$ cat src/rtl/counter_param_if.sv
// counter_param_if: control, load and status bundle for counter_param
interface counter_param_if #(
  parameter int WIDTH     = 16,
  parameter int SEG_WIDTH = 4
);
  logic                       enb;
  logic [1:0]                 modo;
  logic [WIDTH-1:0]           D;
  logic [WIDTH-1:0]           lim;
  logic                       sat;
  logic [WIDTH-1:0]           Q;
  logic                       rco;
  logic [WIDTH/SEG_WIDTH-1:0] seg_rco;
  modport master (output enb, modo, D, lim, sat, input Q, rco, seg_rco);
  modport slave  (input enb, modo, D, lim, sat, output Q, rco, seg_rco);
endinterface

$ cat src/rtl/counter_param.sv
// counter_param: up/down/load counter with terminal value, saturation and per-segment carries
module counter_param #(
  parameter int WIDTH     = 16,
  parameter int SEG_WIDTH = 4,
  parameter int DOWN_STEP = 3
) (
  input  logic          clk,
  input  logic          reset,
  counter_param_if.slave bus
);
  localparam int NS = WIDTH / SEG_WIDTH;
  localparam logic [WIDTH-1:0] DS = WIDTH'(DOWN_STEP);
  logic [WIDTH-1:0] r_q;
  logic             r_rco;
  logic [NS-1:0]    r_seg;
  logic             w_up_end, w_dn_end, w_ds_end;
  logic [WIDTH-1:0] w_gap, w_wrap3, w_nq;
  logic             w_nrco;
  logic [NS-1:0]    w_all1, w_all0, w_nseg;
  for (genvar g = 0; g < NS; g++) begin : g_seg
    assign w_all1[g] = &r_q[(g+1)*SEG_WIDTH-1:0];
    assign w_all0[g] = ~|r_q[(g+1)*SEG_WIDTH-1:0];
  end
  assign w_up_end = {1'b0, r_q} >= {1'b0, bus.lim};
  assign w_dn_end = r_q == '0;
  assign w_ds_end = {1'b0, r_q} < {1'b0, DS};
  // distance still to borrow past zero; only meaningful when r_q < DS
  assign w_gap    = DS - 1'b1 - r_q;
  assign w_wrap3  = ({1'b0, bus.lim} < {1'b0, w_gap}) ? bus.lim : bus.lim - w_gap;
  always_comb begin
    w_nq   = bus.modo == 2'b11 ? bus.D :
             bus.modo == 2'b00 ? (w_up_end ? (bus.sat ? bus.lim : '0) : r_q + 1'b1) :
             bus.modo == 2'b01 ? (w_dn_end ? (bus.sat ? '0 : bus.lim) : r_q - 1'b1) :
                                 (w_ds_end ? (bus.sat ? '0 : w_wrap3) : r_q - DS);
    w_nrco = bus.modo == 2'b00 ? w_up_end :
             bus.modo == 2'b01 ? w_dn_end :
             bus.modo == 2'b10 ? w_ds_end : 1'b0;
    w_nseg = (bus.modo == 2'b00 && !w_up_end) ? w_all1 :
             (bus.modo == 2'b01 && !w_dn_end) ? w_all0 : '0;
  end
  always_ff @(posedge clk) begin
    if (reset) begin
      r_q   <= '0;
      r_rco <= 1'b0;
      r_seg <= '0;
    end else if (!bus.enb) begin
      r_rco <= 1'b0;
      r_seg <= '0;
    end else begin
      r_q   <= w_nq;
      r_rco <= w_nrco;
      r_seg <= w_nseg;
    end
  end
  assign bus.Q       = r_q;
  assign bus.rco     = r_rco;
  assign bus.seg_rco = r_seg;
endmodule

$ cat src/flat_wrapper.sv
// flat-port wrapper written by rule: the top's interface ports become plain ports
module counter_param_flat 
#(
  parameter int WIDTH     = 16,
  parameter int SEG_WIDTH = 4,
  parameter int DOWN_STEP = 3
)
  (clk, reset, bus_enb, bus_modo, bus_D, bus_lim, bus_sat, bus_Q, bus_rco, bus_seg_rco);
  counter_param_if #(.WIDTH(WIDTH), .SEG_WIDTH(SEG_WIDTH)) bus_i ();
  input  logic clk;
  input  logic reset;
  input wire logic [$bits(bus_i.enb)-1:0] bus_enb;
  input wire logic [$bits(bus_i.modo)-1:0] bus_modo;
  input wire logic [$bits(bus_i.D)-1:0] bus_D;
  input wire logic [$bits(bus_i.lim)-1:0] bus_lim;
  input wire logic [$bits(bus_i.sat)-1:0] bus_sat;
  output wire logic [$bits(bus_i.Q)-1:0] bus_Q;
  output wire logic [$bits(bus_i.rco)-1:0] bus_rco;
  output wire logic [$bits(bus_i.seg_rco)-1:0] bus_seg_rco;
  assign bus_i.enb = bus_enb;
  assign bus_i.modo = bus_modo;
  assign bus_i.D = bus_D;
  assign bus_i.lim = bus_lim;
  assign bus_i.sat = bus_sat;
  assign bus_Q = bus_i.Q;
  assign bus_rco = bus_i.rco;
  assign bus_seg_rco = bus_i.seg_rco;
  counter_param #(.WIDTH(WIDTH), .SEG_WIDTH(SEG_WIDTH), .DOWN_STEP(DOWN_STEP)) u_core (.clk(clk), .reset(reset), .bus(bus_i));
endmodule
$ cat config.mk
export PLATFORM = sky130hd
export DESIGN_NAME = counter_param_flat
export DESIGN_NICKNAME = d
export VERILOG_FILES = /design/src/rtl/counter_param_if.sv /design/src/rtl/counter_param.sv /design/src/flat_wrapper.sv
export SDC_FILE = /design/constraint.sdc
export NUM_CORES = 1
export LEC_CHECK = 0
export CORE_MARGIN = 8
export CORE_UTILIZATION = 55
export DETAILED_ROUTE_END_ITERATION = 12
export PLACE_DENSITY = 0.86
export SLEW_MARGIN = 20
export SYNTH_ARGS = -nofsm -noshare
export SYNTH_HDL_FRONTEND = slang
export SYNTH_SLANG_ARGS = --single-unit
$ cat constraint.sdc
create_clock -name clk -period 4.8 [get_ports clk]
set_clock_uncertainty 0.15 [all_clocks]
set_input_delay 0.72 -clock clk [delete_from_list [all_inputs] [get_ports clk]]
set_output_delay 0.72 -clock clk [all_outputs]
set_load 0.1 [all_outputs]
=== Yosys cells after proc, flatten, opt, wreduce, memory -nomap -nowiden ===
Index checks and enable logic that the tools add are counted.

* Register bits: 21
* Input port bits: 38
* Output and inout bits: 21

* Add/subtract/negate cells: 5
* $lt $le $gt $ge: 3
* Equality and inequality tests: 3
* Mux-type cells: 15
* Bitwise logic cells: 1
* Reduce and logical (&&, ||, !) cells: 19

{| class="wikitable"
|+ Operator list
! cell !! count
|-
| 2-to-1 mux 16 bit || 10
|-
| adder 16 x 1 -> 16 bit, second input constant || 1
|-
| greater-or-equal comparator 16 bit || 1
|-
| zero test 16 bit || 1
|-
| < comparator 16 bit || 1
|-
| < comparator 16 x 2 -> 1 bit, second input constant || 1
|-
| AND reduction 16 bit || 1
|-
| OR reduction 16 bit || 1
|-
| subtractor 16 x 1 -> 16 bit, second input constant || 1
|-
| subtractor 16 bit || 1
|-
| subtractor 16 x 2 -> 16 bit, second input constant || 1
|-
| subtractor 2 x 16 -> 16 bit, first input constant || 1
|-
| AND reduction 12 bit || 1
|-
| OR reduction 12 bit || 1
|-
| 2-to-1 mux 4 bit || 2
|-
| AND reduction 8 bit || 1
|-
| OR reduction 8 bit || 1
|-
| zero test 1 bit || 6
|-
| == test 2 bit, second input constant || 2
|-
| AND reduction 4 bit || 1
|-
| OR reduction 4 bit || 1
|-
| 2-to-1 mux 1 bit || 3
|-
| == test 2 x 1 -> 1 bit, second input constant || 1
|-
| logical AND 1 bit || 2
|-
| other kinds (3) || 3
|}

=== Longest topological paths before layout ===
* Depth in word-level cells: 8
* Depth in mapped cells: 16

=== Worst setup path before layout ===
No wires, ideal clock.

* Path type: register -> register
* Start: register u_core.r_q[0] (netlist: u_core.bus.Q[0])
* End: register u_core.r_q[9] (netlist: u_core.bus.Q[9])
* Arrival time: 3.918 ns
* Data required time: 4.514 ns
* Slack: 0.597 ns
* Stages on the path, launching flop included: 16
* Path buffers: 1
* Period minus slack after synthesis: 4.203 ns
* Path through: dfxtp_1 > ha_1 > nor3_1 > nand2_1 > nor3_1 > xor2_1 > ha_1 > and4_1 > a21boi_1 > o21ai_1 > a21oi_2 > nor2_1 > or2_1 > buf_6 > a2111oi_2 > a211oi_1

* Longest elaborated chain between the ends: 8

{| class="wikitable"
|+ Ends and longest elaborated chain
! element !! line !! RTL
|-
| start: declaration || counter_param.sv:13 || <nowiki>logic [WIDTH-1:0] r_q;</nowiki>
|-
| start signal: assignment || counter_param.sv:50 || <nowiki>r_q <= w_nq;</nowiki>
|-
| subtractor 2 x 16 -> 16 bit || counter_param.sv:28 || <nowiki>assign w_gap = DS - 1'b1 - r_q;</nowiki>
|-
| subtractor 16 bit or < comparator 16 bit (tied branches) || counter_param.sv:29 || <nowiki>assign w_wrap3 = ({1'b0, bus.lim} < {1'b0, w_gap}) ? bus.lim : bus.lim - w_gap;</nowiki>
|-
| 2-to-1 mux 16 bit || counter_param.sv:29 ||
|-
| 2-to-1 mux 16 bit (2 in series) || counter_param.sv:34 || <nowiki>(w_ds_end ? (bus.sat ? '0 : w_wrap3) : r_q - DS);</nowiki>
|-
| 2-to-1 mux 16 bit || counter_param.sv:33 || <nowiki>bus.modo == 2'b01 ? (w_dn_end ? (bus.sat ? '0 : bus.lim) : r_q - 1'b1) :</nowiki>
|-
| 2-to-1 mux 16 bit * || counter_param.sv:32 || <nowiki>bus.modo == 2'b00 ? (w_up_end ? (bus.sat ? bus.lim : '0) : r_q + 1'b1) :</nowiki>
|-
| 2-to-1 mux 16 bit * || counter_param.sv:31 || <nowiki>w_nq = bus.modo == 2'b11 ? bus.D :</nowiki>
|}

Every way passes the cells marked *; elsewhere a longest branch is shown, timed or not.
A chain may end at the register's enable or synchronous reset.

=== Worst setup path in the final report ===
* Start: register u_core.r_q[4] (netlist: u_core.bus.Q[4])
* End: register u_core.r_q[1] (netlist: u_core.bus.Q[1])

* Longest elaborated chain between the ends: 8

{| class="wikitable"
|+ Ends and longest elaborated chain
! element !! line
|-
| subtractor 2 x 16 -> 16 bit || counter_param.sv:28
|-
| < comparator 16 bit || counter_param.sv:29
|-
| 2-to-1 mux 16 bit || counter_param.sv:29
|-
| 2-to-1 mux 16 bit (2 in series) || counter_param.sv:34
|-
| 2-to-1 mux 16 bit || counter_param.sv:33
|-
| 2-to-1 mux 16 bit * || counter_param.sv:32
|-
| 2-to-1 mux 16 bit * || counter_param.sv:31
|}

Marks and branches as above.

==> key figures <==
Critical path
  – Max stage delay on crit path: 0.51 ns
  – WS Path Type: reg2reg
  – R2R Setup Slk: 0.46 ns
  – Slowest CP cell: nand3_1
  – CP Capture Type: register
  – WP buf/inv: 0
  – WP data arrival: 4.37 ns
  – Setup crit start kind: register
  – Cell Chain, Critical Path: nor3_1, nand2_1, nor4_4, nand3_1, xnor2_1, ha_1, a21oi_1, o21ai_0, nor2_1, a21oi_2, nand3_1, o221ai_1, a211oi_1, a2111oi_2
  – Crit-path most repeated cell: nand3_1
  – Cell family with the largest share of critical-path delay: simple AND/OR/NAND/NOR gates
  – Worst-path fanout max: 13
  – Req. time, crit path: 4.83 ns

Yosys
  – Synth Net Count: 587
  – Top-count cell post-synth: nand2_1
  – Synth Area in Simple Gates: 27.15%
  – Ranking of synthesized cells by area: ha_1, dfxtp_1, o21ai_0
  – Post-synthesis sequential area ratio: 11.77%
  – Yosys synthesis warning count: 0
  – Syn avg cell area: 6.961 µm²
  – Synth Area in Compound Gates: 32.17%
  – Largest area contributor in the netlist: ha_1
  – Cell Area, Synth: 0.003571 mm²
  – EDFF count, synth: 0
  – Post-Synth Adder-Cell Area: 12.82%
  – Synth Instances: 513
  – Mux cell area share after synthesis: 0.2803%
  – Largest family of logic cells by synthesized area: compound AO/OA/AOI/OAI gates
  – Synth Area in XOR/XNOR: 8.584%
  – Cell variety after synth: 66
  – Main synth FF type: dfxtp_1
  – Top cell type's share of synthesized area: 12.26%
  – Post-synth ARST share: 0%
  – Register bit total from synthesis: 21
  – Most frequent cells after synthesis: nand2_1, nor2_1, o21ai_0, a21oi_1, ha_1

Die
  – Die Area: 0.009327 mm²
  – Core area: 0.006314 mm²
  – Die W: 96.58 µm
  – Ports: 59
  – Starting Density: 56.56%
  – Row count: 29
  – Die H: 96.58 µm

Global route
  – First-pass GRT wire length: 22.20 mm
  – Largest net degree at the start of global routing: 22
  – Initial antenna violation count: 0
  – Total GRT Usage: 30.70%
  – Vias in the first global route: 4265
  – Remaining Overflow, GRT: 0

Detailed routing
  – Drt pass-1 iters: 7
  – Final WL: 14.38 mm
  – Wire per inst: 22.54 µm
  – DR vias: 4434
  – Remaining antenna violation count: 0
  – Detail-routed via count per cell: 6.950
  – Drt drc: 0
  – DRT iter0 DRCs: 569

Timing
  – Final hold slack: 0.4391 ns
  – Achievable Freq: 0.2305 GHz
  – Slew of the pin with the lowest slew margin: 0.9980 ns
  – Slew headroom: 33.26%
  – Final Max Slew Viols: 0
  – RSZ-0062 raised after global routing: no
  – Final Hold Vio Count: 0
  – Crit share post-route: 90.37%
  – Final setup vio count: 0
  – Final setup margin: 0.4622 ns
  – Final TNS setup: 0 ns
  – Min Tclk post-route: 4.338 ns

Clock network
  – Post-CTS Setup Bufs: 0
  – Clk buf depth: 2
  – Cts repair resizes: 0
  – # hold bufs at CTS: 0
  – Clock root buffer: clkbuf_8
  – Clock transition at the registers of the reported paths: 0.11 ns
  – Clock Sinks: 21
  – Clock Latency Late Sink: 0.28 ns
  – Cts bufs inserted: 3
  – CTS H-tree depth: 1
  – CTS tree: yes

Placement
  – Placed Area: 0.004215 mm²
  – Port Buffers: 58
  – Post-detail-place hpwl: 10.83 mm
  – Setup WS pre-CTS: 0.5404 ns
  – Placer Congestion: 0.9686

Layout
  – Synth-to-Final Area Change: 19.34%
  – Post-route design area: 0.004262 mm²
  – Layout cells sized above 1: 6.061%
  – Antenna diodes: 0
  – Nets: 636

Min path
  – Hold Crit Class: reg2reg

Outcome
  – Run status: finished clean

Flow run
  – Maxcap violations: 0

Power
  – PnR Total Power: 0.001754 W
  – Static Leak: 1.692 nW
  – Pwr dens: 411.6 mW/mm²
  – VDD IR max: 0.0002424 V
-- worst paths after layout --
| path | from | endpoint | depth (start not counted) |
|---|---|---|---|
| hold reg to reg | u_core.bus.Q[7] | u_core.bus.Q[7] | 2 |
| setup / recovery | u_core.bus.Q[4] | u_core.bus.Q[1] | 14 |
| setup reg to reg | u_core.bus.Q[4] | u_core.bus.Q[1] | 14 |
| hold / removal | u_core.bus.Q[7] | u_core.bus.Q[7] | 2 |
-- placed cells by master, fill, tap and decap left out, types with 7 or more instances in the layout --
master,n
clkdlybuf4s50_1,58
nand2_1,49
nor2_1,48
o21ai_0,47
a21oi_1,42
ha_1,35
inv_1,30
xnor2_1,21
dfxtp_1,21
nor3_1,15
buf_4,15
xor2_1,14
nand3_1,13
nand4_1,11
or3_1,10
o211ai_1,9
a211oi_1,9
a31oi_1,8
nand2b_1,7
-- flip-flops by register name, summed over array words and instances (netlist names) --
register,cells
u_core.bus.seg_rco,4
u_core.bus.rco,1
u_core.bus.Q,16
-- routing by layer --
metal  global-route usage, %  part of all wire (%)
met5                       0                     0
met4                   19.42                   5.9
met3                   4.869                   9.9
met2                   48.65                    45
met1                   37.93                    40
-- kinds of logic (layout without fill, tap and decap cells) --
kind of cell,after synthesis,after routing
multiplexers,1,1
adder cells (fa/ha/maj),36,36
flip-flops,21,21
buffers and inverters,59,107
AO/OA/AOI/OAI,175,175
XOR/XNOR,35,35
AND/OR/NAND/NOR,186,186
-- tightest hold or removal path, cell delays in order (launching register included) --
cell     delay, ns
dfxtp_1       0.39
o21ai_0       0.10
o21ai_1       0.06
-- per-stage QoR --
step | utilization (%) | std cells
floorplan | - | 513
global placement | 66.77 | 634
detailed placement | 66.77 | 634
CTS | 67.50 | 638
global route | 67.50 | 638
finish | 67.50 | 638
-- power breakdown --
group	internal (W)	switching [W]
Combinational	0.000505	0.000868
Clock	0.0000584	0.0000805
Sequential	0.000195	0.0000466
-- final cells by class --
type                            instances  area, µm²
Clock buffer                            3      41.29
Clock inverter                          1      5.005
Fill cell                             597       2052
Inverter                               30      112.6
Multi-Input combinational cell        433       2893
Sequential cell                        21      420.4
Tap cell                               77      96.34
Timing Repair Buffer                   73      693.2
Power figures use the tool's default switching activity.
